<file path="config.mk">
export PLATFORM = sky130hd
export DESIGN_NAME = iter_shifter_flat
export DESIGN_NICKNAME = d
export VERILOG_FILES = /design/src/rtl/iter_shifter_if.sv /design/src/rtl/iter_shifter.sv /design/src/flat_wrapper.sv
export SDC_FILE = /design/constraint.sdc
export NUM_CORES = 1
export LEC_CHECK = 0
export CORE_MARGIN = 2
export CORE_UTILIZATION = 57
export CTS_CLUSTER_DIAMETER = 30
export DETAILED_ROUTE_END_ITERATION = 12
export PLACE_DENSITY_LB_ADDON = 0.05
export SETUP_SLACK_MARGIN = 0.02
export SYNTH_ARGS = -nofsm -noshare
export SYNTH_HDL_FRONTEND = slang
export SYNTH_SLANG_ARGS = --single-unit
</file>
<file path="constraint.sdc">
create_clock -name clk -period 5.5 [get_ports clk]
set_input_delay 1.65 -clock clk [delete_from_list [all_inputs] [get_ports clk]]
set_output_delay 1.65 -clock clk [all_outputs]
set_load 0.1 [all_outputs]
</file>
<file path="src/rtl/iter_shifter_if.sv">
// iter_shifter_if: request and result handshake bundle for iter_shifter
interface iter_shifter_if #(parameter int WIDTH = 16);
  localparam int SAW = $clog2(WIDTH);
  logic             in_valid;
  logic             in_ready;
  logic [WIDTH-1:0] in_data;
  logic [SAW-1:0]   in_shamt;
  logic [2:0]       in_mode;
  logic             abort;
  logic             out_valid;
  logic             out_ready;
  logic [WIDTH-1:0] out_data;
  logic             out_carry;
  logic             out_zero;
  logic             out_err;
  modport master (
    output in_valid, in_data, in_shamt, in_mode, abort, out_ready,
    input  in_ready, out_valid, out_data, out_carry, out_zero, out_err
  );
  modport slave (
    input  in_valid, in_data, in_shamt, in_mode, abort, out_ready,
    output in_ready, out_valid, out_data, out_carry, out_zero, out_err
  );
endinterface

</file>
<file path="src/rtl/iter_shifter.sv">
// iter_shifter: multi-cycle shifter/rotator moving at most STEP bit positions per SHIFT cycle
module iter_shifter #(
  parameter int WIDTH = 16,
  parameter int STEP  = 1
) (
  input logic          clk,
  input logic          rst_n,
  iter_shifter_if.slave bus
);
  localparam int SAW = $clog2(WIDTH);
  localparam logic [SAW:0]   W_L    = (SAW+1)'(WIDTH);
  localparam logic [SAW-1:0] STEP_L = SAW'(STEP);
  localparam logic [SAW-1:0] MAX_L  = SAW'(WIDTH-1);
  typedef enum logic [1:0] {IDLE, SHIFT, DONE} state_t;
  state_t           state_q;
  logic             rdy_q, vld_q, carry_q, zero_q, err_q;
  logic [WIDTH-1:0] data_q, sh_d, lsl, lsr, asr, hi;
  logic [SAW-1:0]   rem_q, n, sat;
  logic [SAW:0]     nw;
  logic [2:0]       mode_q;
  logic             c_d, acc, ill, go;
  always_comb begin
    n    = (rem_q < STEP_L) ? rem_q : STEP_L;
    nw   = W_L - {1'b0, n};
    lsl  = data_q << n;
    lsr  = data_q >> n;
    asr  = $unsigned($signed(data_q) >>> n);
    hi   = data_q >> nw;
    sh_d = mode_q == 3'd1 ? lsl :
           mode_q == 3'd2 ? lsr :
           mode_q == 3'd3 ? asr :
           mode_q == 3'd4 ? (lsl | hi) : (lsr | (data_q << nw));
    // hi[0] holds the bit that crosses the MSB boundary on a left shift by n
    c_d  = mode_q == 3'd1 ? hi[0] :
           mode_q == 3'd4 ? sh_d[0] :
           mode_q == 3'd5 ? sh_d[WIDTH-1] : data_q[n - SAW'(1)];
    sat  = ({1'b0, bus.in_shamt} >= W_L) ? MAX_L : bus.in_shamt;
    ill  = bus.in_mode[2] & bus.in_mode[1];
    acc  = bus.in_valid & rdy_q;
    go   = (sat != '0) & (bus.in_mode != 3'd0) & !ill;
  end
  always_ff @(posedge clk or negedge rst_n) begin
    if (!rst_n) begin
      state_q <= IDLE;
      rdy_q   <= 1'b0;
      vld_q   <= 1'b0;
      data_q  <= '0;
      rem_q   <= '0;
      mode_q  <= 3'd0;
      carry_q <= 1'b0;
      zero_q  <= 1'b0;
      err_q   <= 1'b0;
    end else begin
      case (state_q)
        IDLE: begin
          rdy_q <= !acc;
          if (acc) begin
            data_q  <= bus.in_data;
            rem_q   <= sat;
            mode_q  <= bus.in_mode;
            carry_q <= 1'b0;
            err_q   <= ill;
            zero_q  <= bus.in_data == '0;
            vld_q   <= !go;
            state_q <= go ? SHIFT : DONE;
          end
        end
        SHIFT: begin
          if (bus.abort) begin
            state_q <= IDLE;
            rdy_q   <= 1'b1;
          end else begin
            data_q  <= sh_d;
            carry_q <= c_d;
            zero_q  <= sh_d == '0;
            rem_q   <= rem_q - n;
            if (rem_q == n) begin
              state_q <= DONE;
              vld_q   <= 1'b1;
            end
          end
        end
        DONE: begin
          if (bus.abort | bus.out_ready) begin
            state_q <= IDLE;
            vld_q   <= 1'b0;
            rdy_q   <= 1'b1;
          end
        end
        default: state_q <= IDLE;
      endcase
    end
  end
  assign bus.in_ready  = rdy_q;
  assign bus.out_valid = vld_q;
  assign bus.out_data  = data_q;
  assign bus.out_carry = carry_q;
  assign bus.out_zero  = zero_q;
  assign bus.out_err   = err_q;
endmodule

</file>
<file path="src/flat_wrapper.sv">
// flat-port wrapper written by rule: the top's interface ports become plain ports
module iter_shifter_flat 
#(
  parameter int WIDTH = 16,
  parameter int STEP  = 1
)
  (clk, rst_n, bus_in_valid, bus_in_data, bus_in_shamt, bus_in_mode, bus_abort, bus_out_ready, bus_in_ready, bus_out_valid, bus_out_data, bus_out_carry, bus_out_zero, bus_out_err);
  iter_shifter_if #(.WIDTH(WIDTH)) bus_i ();
  input logic clk;
  input logic rst_n;
  input wire logic [$bits(bus_i.in_valid)-1:0] bus_in_valid;
  input wire logic [$bits(bus_i.in_data)-1:0] bus_in_data;
  input wire logic [$bits(bus_i.in_shamt)-1:0] bus_in_shamt;
  input wire logic [$bits(bus_i.in_mode)-1:0] bus_in_mode;
  input wire logic [$bits(bus_i.abort)-1:0] bus_abort;
  input wire logic [$bits(bus_i.out_ready)-1:0] bus_out_ready;
  output wire logic [$bits(bus_i.in_ready)-1:0] bus_in_ready;
  output wire logic [$bits(bus_i.out_valid)-1:0] bus_out_valid;
  output wire logic [$bits(bus_i.out_data)-1:0] bus_out_data;
  output wire logic [$bits(bus_i.out_carry)-1:0] bus_out_carry;
  output wire logic [$bits(bus_i.out_zero)-1:0] bus_out_zero;
  output wire logic [$bits(bus_i.out_err)-1:0] bus_out_err;
  assign bus_i.in_valid = bus_in_valid;
  assign bus_i.in_data = bus_in_data;
  assign bus_i.in_shamt = bus_in_shamt;
  assign bus_i.in_mode = bus_in_mode;
  assign bus_i.abort = bus_abort;
  assign bus_i.out_ready = bus_out_ready;
  assign bus_in_ready = bus_i.in_ready;
  assign bus_out_valid = bus_i.out_valid;
  assign bus_out_data = bus_i.out_data;
  assign bus_out_carry = bus_i.out_carry;
  assign bus_out_zero = bus_i.out_zero;
  assign bus_out_err = bus_i.out_err;
  iter_shifter #(.WIDTH(WIDTH), .STEP(STEP)) u_core (.clk(clk), .rst_n(rst_n), .bus(bus_i));
endmodule
</file>
==> out/metrics.yaml <==
outcome:
  outcome: "finished clean"
synthesis:
  syn_area_per_cell_sq_um: 8.43
  yosysTopAreaCell: "dfrtp_1"
  syn-instance-count: 311
  yosysTopAreaCellShare: 0.286
  synth_edf_count: 0
  syn_area_sq_um: 2620
  synth_cell_types: 61
  ys_async_sr_fraction: 1.00
  synth_ff_type: "dfrtp_1"
  syn_nets: 345
  ys_seq_elements: 30
  synth.area.top_cells: "dfrtp_1 (29%), mux2i_1 (6.1%), o21ai_0 (5.3%)"
  ys_seq_area_frac: 0.286
  yosys_warnings: 0
drt:
  wirelength_mm: 8.12
  vias_per_cell: 6.85
  antenna_left: 0
  firstDrtPassIters: 6
  drt_iter0_drc: 451
  vias: 2741
  drt-wirelength-per-cell_microns: 20.3
  post-route-drc-count: 0
placement:
  dpl.hpwl_mm: 5.82
  gp_congestion: 0.985
  dpl_cell_area_sq_um: 3060
  pre_cts_slack_ns: 1.63
  port_buffers: 48
sta:
  max_freq_mhz: 255
  clock-skew-final_ns: 0.00814
  worst_slack_ns: 1.57
  hold_viol_final: 0
  final-setup-viol-count: 0
  slew_headroom: 0.329
  rsz0062_at_grt: "false"
  tightest_slew_ns: 1.01
  holdWs_ns: 0.497
  setup_tns_ns: 0
  fin_crit_ns: 3.93
  drv_slew: 0
  period_share: 0.714
critical_path:
  required_ns: 5.72
  arrival_ns: 4.15
  worstPathMaxFanout: 31
  critPathLaunchType: "register"
  worstSetupPathType: "reg -> reg"
  endpoint_kind: "register"
flow_run:
  maxCapViolCount: 0
layout:
  design_area_sq_um: 3170
  antenna_cells: 0
  nFillCells: 351
  nNetsFinal: 381
  area_delta_synth_final_pct: 21.0
  drive_gt1_frac: 0.0920
floorplan:
  dieArea_sq_um: 5160
  core_sq_um: 4380
  ios: 49
  fp.dieH_microns: 71.8
  die_w_microns: 71.8
  rows: 24
  start_util: 0.598
global_route:
  grt_antenna_before_repair: 0
  grt_pass1_vias: 2607
  grt_max_degree: 32
  grt_use_total: 0.339
  grt_first_pass_wirelength_mm: 13.5
  overflow: 0
clock_network:
  ctsRootBufferMaster: "clkbuf_8"
  cts.path.max_buffers: 2
  cts_buffers: 5
  clkTransAtPathRegs_ns: 0.07
  post_cts_buffers: 0
  clk_latency_ns: 0.29
  clkSinkCount: 30
  htree_levels: 2
  cts_tree: "built"
  ctsResizeCount: 0
  holdBufCountCts: 0
min_path:
  worstHoldPathType: "reg -> reg"
-- synth_stat cells (all sizes together) (4+ instances only) --
master,instances
mux2i,16
nor4,7
a211oi,8
nand3,6
a221oi,4
mux2,8
nor2b,4
mux4,4
o21ai,31
a21o,4
nor2,24
nand2,38
a21oi,19
ha,6
dfrtp,30
buf,14
inv,14
or4,5
o2111ai,4
clkbuf,8
a22oi,11
nor3,5
nand2b,5
-- state kept, by name, summed over array words and instances (netlist names) --
| register | flops |
|---|---|
| u_core.bus.out_zero | 1 |
| u_core.bus.out_err | 1 |
| u_core.bus.in_ready | 1 |
| u_core.mode_q | 3 |
| u_core.bus.out_data | 16 |
| u_core.state_q | 2 |
| u_core.bus.out_valid | 1 |
| u_core.rem_q | 4 |
| u_core.bus.out_carry | 1 |
-- cell type report --
type,instances,area (sq um),area share
clock buffers,8,110,0.0347
well taps,52,65.1,0.0205
flip-flops and latches,30,751,0.237
repair buffers,51,503,0.159
inverters,15,61.3,0.0193
multi-input cells,244,1680,0.530
-- layout by cell type, fill, tap and decap left out, types with 11 or more instances in the layout --
master	synthesis	final
a21oi_1	19	19
a22oi_1	11	11
clkdlybuf4s50_1	0	48
dfrtp_1	30	30
inv_1	14	14
mux2i_1	16	16
nand2_1	37	37
nor2_1	24	24
o21ai_0	28	28
-- logic make-up after synthesis --
kind of cell / Yosys count / share of synthesized area
AND/OR/NAND/NOR: 105 / 0.200
AO/OA/AOI/OAI: 103 / 0.275
buffers and inverters: 37 / 0.0730
flip-flops: 30 / 0.286
multiplexers: 28 / 0.131
adder cells (fa/ha/maj): 6 / 0.0286
other: 1 / 0.00143
XOR/XNOR: 1 / 0.00334
-- worst max-delay path, stage by stage (launching register included) --
cell       delay, ns
dfrtp_1         0.42
or4_4           0.37
clkinv_4        0.29
ha_1            1.05
mux2_2          0.41
a2111oi_0       0.38
a31o_2          0.17
nand4bb_1       0.10
or4_1           0.51
o21ai_1         0.13
-- layer usage --
metal  vias up  GRT usage  share of wire
met5         -          0              0
met2       184      0.497           0.43
met3        40     0.0591           0.10
met1      1276      0.500           0.42
li1       1241          -              -
met4         0      0.130          0.038
-- stage by stage --
stage           util  instances
6_report       0.724        400
3_5_place_dp   0.699        392
3_3_place_gp   0.699        392
4_1_cts        0.724        400
5_1_grt        0.724        400
2_1_floorplan      -        311
-- worst paths after layout --
kind	startpoint	to	slack (ns)	cells past startpoint
worst max-delay path	u_core.rem_q[1]	u_core.bus.out_zero	1.57	9
worst min-delay path	u_core.bus.out_err	u_core.bus.out_err	0.50	2
worst max register to register	u_core.rem_q[1]	u_core.bus.out_zero	1.57	9
worst min register to register	u_core.bus.out_err	u_core.bus.out_err	0.50	2
max in group asynchronous	rst_n	u_core.rem_q[1]	3.44	2
min in group asynchronous	rst_n	u_core.bus.out_data[8]	1.76	2
Power is left out: the tool's default activity adds up to more than one toggle a clock period on the data nets, which glitch-free logic cannot reach.
